## config.mk

```make
export PLATFORM = sky130hd
export DESIGN_NAME = pattern_sequencer_flat
export DESIGN_NICKNAME = d
export VERILOG_FILES = /design/src/rtl/pattern_sequencer_pkg.sv /design/src/rtl/pattern_sequencer_if.sv /design/src/rtl/pattern_step_div.sv /design/src/rtl/pattern_sequencer.sv /design/src/flat_wrapper.sv
export SDC_FILE = /design/constraint.sdc
export NUM_CORES = 1
export LEC_CHECK = 0
export ABC_AREA = 1
export BUFFER_PORTS_ARGS = -buffer_cell sky130_fd_sc_hd__buf_2
export CAP_MARGIN = 20
export CORE_ASPECT_RATIO = 1.5
export CORE_MARGIN = 3
export CORE_UTILIZATION = 45
export CTS_CLUSTER_SIZE = 40
export DETAILED_ROUTE_END_ITERATION = 8
export GPL_TIMING_DRIVEN = 1
export PLACE_DENSITY = 0.62
export SLEW_MARGIN = 20
export SYNTH_ARGS = -nofsm -noshare
export SYNTH_HDL_FRONTEND = slang
export SYNTH_HIERARCHICAL = 1
export SYNTH_SLANG_ARGS = --single-unit
```

## constraint.sdc

```tcl
create_clock -name clk_in -period 5.2 [get_ports clk_in]
set_input_delay 1.56 -clock clk_in [delete_from_list [all_inputs] [get_ports clk_in]]
set_output_delay 1.56 -clock clk_in [all_outputs]
set_load 0.03 [all_outputs]
```

## src/rtl/pattern_sequencer_pkg.sv

```systemverilog
// pattern_sequencer_pkg: pattern IDs, ramp-step FSM states and pattern helpers.
package pattern_sequencer_pkg;
  localparam logic [7:0] PAT_NONE     = 8'd0;
  localparam logic [7:0] PAT_BORDER   = 8'd1;
  localparam logic [7:0] PAT_MOIRE_X  = 8'd2;
  localparam logic [7:0] PAT_MOIRE_Y  = 8'd3;
  localparam logic [7:0] PAT_RAMP     = 8'd4;
  localparam logic [7:0] NUM_PATTERNS = 8'd5;
  typedef enum logic [1:0] {
    ST_IDLE = 2'd0,
    ST_DIV  = 2'd1,
    ST_HOLD = 2'd2
  } step_state_e;
  function automatic logic [7:0] next_pattern(input logic [7:0] p);
    return (p >= NUM_PATTERNS - 8'd1) ? PAT_NONE : p + 8'd1;
  endfunction
endpackage

```

## src/rtl/pattern_sequencer_if.sv

```systemverilog
// pattern_sequencer_if: sync, line width, host config and generator-facing outputs.
interface pattern_sequencer_if #(
  parameter int B = 8,
  parameter int X_BITS = 13,
  parameter int FRACTIONAL_BITS = 12
);
  logic                         vn_in;
  logic [X_BITS-1:0]            total_active_pix;
  logic                         cfg_wr;
  logic                         cfg_auto;
  logic [7:0]                   cfg_pattern;
  logic [7:0]                   cfg_dwell;
  logic                         cfg_busy;
  logic [7:0]                   pattern;
  logic [B+FRACTIONAL_BITS-1:0] ramp_step;
  logic                         step_valid;
  logic [15:0]                  frame_count;
  modport master (
    output vn_in, total_active_pix, cfg_wr, cfg_auto, cfg_pattern, cfg_dwell,
    input  cfg_busy, pattern, ramp_step, step_valid, frame_count
  );
  modport slave (
    input  vn_in, total_active_pix, cfg_wr, cfg_auto, cfg_pattern, cfg_dwell,
    output cfg_busy, pattern, ramp_step, step_valid, frame_count
  );
endinterface

```

## src/rtl/pattern_step_div.sv

```systemverilog
// pattern_step_div: restoring divider of 2^DIVIDEND_W by divisor, one quotient bit per cycle.
module pattern_step_div
  import pattern_sequencer_pkg::*;
#(
  parameter int DIVIDEND_W = 20,
  parameter int DIVISOR_W = 13,
  localparam int Q_W = DIVIDEND_W + 1,
  localparam int CNT_W = $clog2(Q_W + 1)
) (
  input  logic                 clk_in,
  input  logic                 reset_n,
  input  logic                 start,
  input  logic [DIVISOR_W-1:0] divisor,
  output logic [Q_W-1:0]       quotient,
  output logic                 done,
  output logic                 saturate
);
  logic [CNT_W-1:0]     cnt_q, cnt_d;
  logic [DIVISOR_W-1:0] div_q, div_d, rem_q, rem_d;
  logic [Q_W-1:0]       quo_q, quo_d;
  logic [DIVISOR_W:0]   r;
  logic                 ge;
  // The dividend is a single 1 followed by zeros, so only the first iteration shifts in a 1.
  always_comb begin
    r = {rem_q, cnt_q == CNT_W'(Q_W)};
    ge = r >= {1'b0, div_q};
    cnt_d = cnt_q;
    div_d = div_q;
    rem_d = rem_q;
    quo_d = quo_q;
    if (start) begin
      cnt_d = CNT_W'(Q_W);
      div_d = divisor;
      rem_d = '0;
      quo_d = '0;
    end else if (cnt_q != '0) begin
      cnt_d = cnt_q - CNT_W'(1);
      rem_d = ge ? DIVISOR_W'(r - {1'b0, div_q}) : r[DIVISOR_W-1:0];
      quo_d = {quo_q[Q_W-2:0], ge};
    end
  end
  always_ff @(posedge clk_in) begin
    if (!reset_n) begin
      cnt_q <= '0;
      div_q <= '0;
      rem_q <= '0;
      quo_q <= '0;
    end else begin
      cnt_q <= cnt_d;
      div_q <= div_d;
      rem_q <= rem_d;
      quo_q <= quo_d;
    end
  end
  // done marks the final iteration; quotient holds the result from the following cycle.
  assign done = cnt_q == CNT_W'(1);
  assign quotient = quo_q;
  assign saturate = div_q <= DIVISOR_W'(1);
endmodule

```

## src/rtl/pattern_sequencer.sv

```systemverilog
// pattern_sequencer: per-frame pattern selection and ramp-step computation for the test-pattern generator.
module pattern_sequencer
  import pattern_sequencer_pkg::*;
#(
  parameter int B = 8,
  parameter int X_BITS = 13,
  parameter int FRACTIONAL_BITS = 12,
  parameter bit SYNC_ACTIVE_LOW = 1'b1
) (
  input logic                clk_in,
  input logic                reset_n,
  pattern_sequencer_if.slave bus
);
  localparam int STEP_W = B + FRACTIONAL_BITS;
  logic              vn_q, vn_d, vn_dly_q, vn_dly_d, fb_q, fb_d;
  logic              auto_sh_q, auto_sh_d, busy_q, busy_d, auto_q, auto_d;
  logic [7:0]        pat_sh_q, pat_sh_d, dwell_sh_q, dwell_sh_d;
  logic [7:0]        cnt_q, cnt_d, pattern_q, pattern_d;
  logic [8:0]        cnt_inc, dwell_eff;
  logic [15:0]       frame_q, frame_d;
  step_state_e       state_q, state_d;
  logic [X_BITS-1:0] width_q, width_d;
  logic              first_q, first_d, valid_q, valid_d;
  logic              div_start, div_done, div_sat, width_changed;
  logic [STEP_W-1:0] ramp_q, ramp_d;
  logic [STEP_W:0]   quotient;
  pattern_step_div #(.DIVIDEND_W(STEP_W), .DIVISOR_W(X_BITS)) u_div (
    .clk_in   (clk_in),
    .reset_n  (reset_n),
    .start    (div_start),
    .divisor  (bus.total_active_pix),
    .quotient (quotient),
    .done     (div_done),
    .saturate (div_sat)
  );
  always_comb begin
    vn_d = SYNC_ACTIVE_LOW ? ~bus.vn_in : bus.vn_in;
    vn_dly_d = vn_q;
    fb_d = vn_q & ~vn_dly_q;
    auto_sh_d = bus.cfg_wr ? bus.cfg_auto : auto_sh_q;
    pat_sh_d = bus.cfg_wr ? bus.cfg_pattern : pat_sh_q;
    dwell_sh_d = bus.cfg_wr ? bus.cfg_dwell : dwell_sh_q;
    busy_d = bus.cfg_wr | (busy_q & ~fb_q);
    dwell_eff = (dwell_sh_q == 8'd0) ? 9'd1 : {1'b0, dwell_sh_q};
    cnt_inc = {1'b0, cnt_q} + 9'd1;
    frame_d = fb_q ? frame_q + 16'd1 : frame_q;
    auto_d = fb_q ? auto_sh_q : auto_q;
    pattern_d = pattern_q;
    cnt_d = cnt_q;
    // The shadow read here is the pre-write value, so a write coinciding with fb waits a frame.
    if (fb_q) begin
      if (!auto_sh_q) pattern_d = pat_sh_q;
      else if (!auto_q) begin
        pattern_d = PAT_NONE;
        cnt_d = '0;
      end else if (cnt_inc >= dwell_eff) begin
        pattern_d = next_pattern(pattern_q);
        cnt_d = '0;
      end else cnt_d = cnt_inc[7:0];
    end
    width_changed = bus.total_active_pix != width_q;
    state_d = state_q;
    width_d = width_q;
    first_d = first_q;
    ramp_d = ramp_q;
    div_start = 1'b0;
    valid_d = valid_q & ~width_changed;
    case (state_q)
      ST_IDLE: if (first_q || width_changed) begin
        state_d = ST_DIV;
        width_d = bus.total_active_pix;
        first_d = 1'b0;
        div_start = 1'b1;
      end
      ST_DIV: if (div_done) state_d = ST_HOLD;
      ST_HOLD: if (fb_q) begin
        state_d = ST_IDLE;
        if (!width_changed) begin
          ramp_d = (div_sat | quotient[STEP_W]) ? '1 : quotient[STEP_W-1:0];
          valid_d = 1'b1;
        end
      end
      default: state_d = ST_IDLE;
    endcase
  end
  always_ff @(posedge clk_in) begin
    if (!reset_n) begin
      vn_q       <= 1'b0;
      vn_dly_q   <= 1'b0;
      fb_q       <= 1'b0;
      auto_sh_q  <= 1'b0;
      pat_sh_q   <= PAT_NONE;
      dwell_sh_q <= 8'd1;
      busy_q     <= 1'b0;
      auto_q     <= 1'b0;
      cnt_q      <= '0;
      pattern_q  <= PAT_NONE;
      frame_q    <= '0;
      state_q    <= ST_IDLE;
      width_q    <= '0;
      first_q    <= 1'b1;
      valid_q    <= 1'b0;
      ramp_q     <= '0;
    end else begin
      vn_q       <= vn_d;
      vn_dly_q   <= vn_dly_d;
      fb_q       <= fb_d;
      auto_sh_q  <= auto_sh_d;
      pat_sh_q   <= pat_sh_d;
      dwell_sh_q <= dwell_sh_d;
      busy_q     <= busy_d;
      auto_q     <= auto_d;
      cnt_q      <= cnt_d;
      pattern_q  <= pattern_d;
      frame_q    <= frame_d;
      state_q    <= state_d;
      width_q    <= width_d;
      first_q    <= first_d;
      valid_q    <= valid_d;
      ramp_q     <= ramp_d;
    end
  end
  assign bus.cfg_busy    = busy_q;
  assign bus.pattern     = pattern_q;
  assign bus.ramp_step   = ramp_q;
  assign bus.step_valid  = valid_q;
  assign bus.frame_count = frame_q;
endmodule

```

## src/flat_wrapper.sv

```systemverilog
// flat-port wrapper written by rule: the top's interface ports become plain ports
module pattern_sequencer_flat import pattern_sequencer_pkg::*;
#(
  parameter int B = 8,
  parameter int X_BITS = 13,
  parameter int FRACTIONAL_BITS = 12,
  parameter bit SYNC_ACTIVE_LOW = 1'b1
)
  (clk_in, reset_n, bus_vn_in, bus_total_active_pix, bus_cfg_wr, bus_cfg_auto, bus_cfg_pattern, bus_cfg_dwell, bus_cfg_busy, bus_pattern, bus_ramp_step, bus_step_valid, bus_frame_count);
  pattern_sequencer_if #(.B(B), .X_BITS(X_BITS), .FRACTIONAL_BITS(FRACTIONAL_BITS)) bus_i ();
  input logic clk_in;
  input logic reset_n;
  input wire logic [$bits(bus_i.vn_in)-1:0] bus_vn_in;
  input wire logic [$bits(bus_i.total_active_pix)-1:0] bus_total_active_pix;
  input wire logic [$bits(bus_i.cfg_wr)-1:0] bus_cfg_wr;
  input wire logic [$bits(bus_i.cfg_auto)-1:0] bus_cfg_auto;
  input wire logic [$bits(bus_i.cfg_pattern)-1:0] bus_cfg_pattern;
  input wire logic [$bits(bus_i.cfg_dwell)-1:0] bus_cfg_dwell;
  output wire logic [$bits(bus_i.cfg_busy)-1:0] bus_cfg_busy;
  output wire logic [$bits(bus_i.pattern)-1:0] bus_pattern;
  output wire logic [$bits(bus_i.ramp_step)-1:0] bus_ramp_step;
  output wire logic [$bits(bus_i.step_valid)-1:0] bus_step_valid;
  output wire logic [$bits(bus_i.frame_count)-1:0] bus_frame_count;
  assign bus_i.vn_in = bus_vn_in;
  assign bus_i.total_active_pix = bus_total_active_pix;
  assign bus_i.cfg_wr = bus_cfg_wr;
  assign bus_i.cfg_auto = bus_cfg_auto;
  assign bus_i.cfg_pattern = bus_cfg_pattern;
  assign bus_i.cfg_dwell = bus_cfg_dwell;
  assign bus_cfg_busy = bus_i.cfg_busy;
  assign bus_pattern = bus_i.pattern;
  assign bus_ramp_step = bus_i.ramp_step;
  assign bus_step_valid = bus_i.step_valid;
  assign bus_frame_count = bus_i.frame_count;
  pattern_sequencer #(.B(B), .X_BITS(X_BITS), .FRACTIONAL_BITS(FRACTIONAL_BITS), .SYNC_ACTIVE_LOW(SYNC_ACTIVE_LOW)) u_core (.clk_in(clk_in), .reset_n(reset_n), .bus(bus_i));
endmodule
```

==> metrics.md <==
| Metric | Value |
|---|---|
| F_max | 272 MHz |
| Via count | about 6.5k |
| Flop pwr share | between 40% and 50% |
| Die Wd | 111 microns |
| Synth Flop Type | dfxtp_1 |
| Max-cap viol count | 0 |
| Hpwl dp | about 12000 microns |
| P&R area growth vs syn | 14.5% |
| Final setup TNS | 0 ns |
| Cts hold-fix bufs | 0 |
| Worst skew pair latency | ~0.42 ns |
| Arr. time, crit path | a little over 4 ns |
| Cell repeated most along the worst path | nand2_1 |
| Synthesized area | around 7400 sq um |
| Congestion Overflow GR | 0 |
| Root buffer cell | clkbuf_16 |
| Post-DP Area | 7870 sq um |
| Area contributors post-synth | dfxtp_1 39%, nand2_1 11%, inv_1 9.5%, nor2_1 5.3%, a21oi_1 4.9% |
| Core box area | approximately 16000 sq um |
| Port Buffers | 79 |
| #FFs+latches synth | between 100 and 150 |
| CTS clk-pin slew, worst paths | 0.07 ns |
| CTS Sinks | ~140 |
| Gpl congestion | approximately 0.9 |
| TritonCTS clock tree | done |
| Post-synth net total | 1107 |
| CP Launch Type | primary input |
| Cell with the most instances after synthesis | nand2_1 |
| Mux contribution to synthesized area | 0% |
| Die height | approximately 160 microns |
| Pwr Density | around 350 nW/um^2 |
| RSZ-0062 raised after global routing | false |
| Initial Util | between 40% and 50% |
| Avg Cell Area, Syn | between 7 and 8 sq um |
| Status | finished, final reports clean |
| Share of cells above drive strength 1 | 14.7% |
| Maximum vdd drop | approximately 0.19 mV |
| Reg-to-reg endpoint | u_core/u_div/rem_q[5]$_SDFFE_PP0P_ |
| HP Class | reg2reg |
| Worst Skew | 0.00847 ns |
| Kind of critical path | in2reg |
| Initial antenna violation count | 0 |
| Setup bufs post-CTS | 0 |
| DRT iter0 DRCs | just under 300 |
| Post-Route WL | approximately 17000 microns |
| CP peak stage delay | 0.35 ns |
| Finish-stage setup viols | 0 |
| Cell count after synthesis | approximately 1.0k |
| Die Footprint | 18000 sq um |
| Synth Area in XOR/XNOR | just over 3% |
| Final Hold Viols | 0 |
| Combinational family with the most area after synthesis | simple AND/OR/NAND/NOR gates |
| 1st-pass router iterations | 4 |
| N_diodes | 0 |
| Post-Synth Simple-Gate Area | 27.8% |
| Crit. End Element | flip-flop |
| Max layer used | met4 |
| P_leak | 4.08 nW |
| Average wire per standard cell | 12.7 microns |
| Comb pwr share | between 10% and 20% |
| Final-report max-slew violation count | 0 |
| Slew @ Worst Pin | 0.773 ns |
| R2R Setup Slk | approximately 2.4 ns |
| Worst endpoint required time | around 5.6 ns |
| Finished Cell Area | between 8000 and 9000 sq um |
| P_int | ~2.0 mW |
| Adder-Cell Fraction of Synth Area | between 5 and 6% |
| Pin count of the biggest net entering global routing | 88 |
| Vias per cell | just under 5 |
| Normalized max-slew margin | a little under 50% |
| CP max FO | 27 |
| Crit-path cells | buf_2 -> xnor2_1 -> nand2_1 -> nor3_4 -> nand3_4 -> nand2_1 -> inv_1 -> nor2_2 -> inv_1 -> nor2_4 -> inv_2 -> nor2_4 -> nand2_1 -> nand3_2 |
| First-pass GRT wire length | roughly 29000 microns |
| Clock Power Share | approximately two fifths |
| RR Startpoint | u_core/width_q[4]$_SDFFE_PN0P_ |
| Post-synth EDFFs | 0 |
| Netlist cell types | 46 |
| Switching part of the total | between 30 and 40% |
| Async S/R FF share, synth | 0% |
| Cell Rows | 56 |
| Synth warnings | 6 |
| Seq/Total Area, Yosys | 38.7% |
| Vias in the first global route | between 6k and 7k |
| Hold endpoint | u_core/fb_q$_SDFF_PN0_ |
| Total GRT Usage | a little under a fifth |
| Final worst-path cycle share | a little over two thirds |
| Routed wl met3 | around 490 microns |
| Antenna-violating nets left | 0 |
| Reg2Reg Depth | 16 |
| Total clock buffers created by CTS | 17 |
| Hold Path Origin | u_core/vn_dly_q$_SDFF_PN0_ |
| Final #Nets | 1175 |
| Synth area leader | dfxtp_1 |
| H-tree Lvls | 4 |
| Psw | about 910 uW |
| DRC | 0 |
| Metal-1 WL | approximately 6900 microns |
| Clock buffer depth | 2 |
| Final min period | 3.68 ns |
| Hold Path Stages | 1 |
| Yosys top cell area share | around 39% |
| Top Ports | 80 |
| Metal2 WL | 8830 microns |
| Post-cts sizing count | 0 |
| Crit-path slowest cell | nor2_4 |
| Post-synth top cells | 215 x nand2_1, 187 x inv_1, 143 x dfxtp_1 |
| Area fraction in compound gates after synthesis | roughly an eighth |
## cell usage in the layout (no fill, tap or decap), types with 20 or more instances in the layout
master / synthesis / layout
inv_1: 187 / 187
nand3_1: 53 / 53
nor2_1: 104 / 104
o22ai_1: 21 / 21
buf_2: 9 / 79
nand2_1: 215 / 215
dfxtp_1: 143 / 143
a21oi_1: 72 / 72
ha_1: 28 / 28
nand4_1: 20 / 20
o21ai_0: 53 / 53
## layer usage
layer	up-vias	track usage [%]
li1	3451	-
met1	2886	20.9
met2	118	35.2
met3	35	3.35
met4	0	9.47
met5	-	0
## power groups by stage
stage / clock [mW] / combinational, mW / sequential, mW
final: 1.21 / 0.530 / 1.18
after global routing: 1.29 / 0.599 / 1.19
after CTS: 1.24 / 0.533 / 1.18
after detailed placement: 0 / 0.530 / 1.21
after global placement: 0 / 0.530 / 1.21
after floorplan: 0 / 0.408 / 1.21
## how the worst max path moves through the flow
stage                       startpoint                             endpoint  slack (ns)  depth (start not counted)
6_report       bus_total_active_pix[2]   u_core/u_div/rem_q[5]$_SDFFE_PP0P_        1.52                         14
5_1_grt        bus_total_active_pix[2]   u_core/u_div/rem_q[5]$_SDFFE_PP0P_        1.21                         14
4_1_cts        bus_total_active_pix[5]  u_core/u_div/rem_q[10]$_SDFFE_PP0P_        1.51                         16
3_5_place_dp   bus_total_active_pix[5]   u_core/u_div/rem_q[6]$_SDFFE_PP0P_        1.07                         16
3_3_place_gp   bus_total_active_pix[5]   u_core/u_div/rem_q[7]$_SDFFE_PP0P_        1.12                         16
2_1_floorplan  bus_total_active_pix[3]   u_core/u_div/rem_q[9]$_SDFFE_PP0P_        1.97                         14
## registers in the layout, indices dropped and copies added (netlist names), 2 cells and up
name and cells:
u_core/pat_sh_q 8, u_core/bus.pattern 8, u_core/cnt_q 8, u_core/bus.frame_count 16
u_core/u_div/div_q 13, u_core/u_div/rem_q 13, u_core/bus.ramp_step 20, u_core/u_div/cnt_q 5
u_core/state_q 2, u_core/width_q 13, u_core/u_div/quotient 21, u_core/dwell_sh_q 8
## cells by family (layout without fill, tap and decap cells)
| group | after synthesis | in the layout |
|---|---|---|
| buffers and inverters | 230 | 311 |
| DFF | 143 | 143 |
| and+or+nand+nor | 444 | 444 |
| AOI/OAI and AO/OA | 172 | 172 |
| xor gates and xnor gates | 26 | 26 |
| adders and majority gates | 29 | 29 |
## worst max-delay path, delay by kind of cell
family                 cells  cell delay, ns
AND/OR/NAND/NOR            9            1.76
buffers and inverters      4            0.58
XOR/XNOR                   1            0.13
## per-stage QoR
stage               utilization (%)  std cells  setup slack (ns)  total power [mW]  hold slack (ns)
floorplan                         -       1044              1.97              1.61            0.368
global placement               49.7       1296              1.12              1.74            0.372
detailed placement             49.7       1296              1.07              1.74            0.383
CTS                            53.4       1328              1.51              2.96            0.399
global route                   53.4       1328              1.21              3.08            0.415
finish                         53.4       1328              1.52              2.92            0.391
## cell type report
cell class	count	area, sq um
clock buffers	17	425
multi-input cells	671	3590
flip-flops and latches	143	2860
inverters	196	736
fillers	1638	7370
well taps	203	254
repair buffers	83	425
clock inverters	15	168
(Power assumes the default switching activity.)
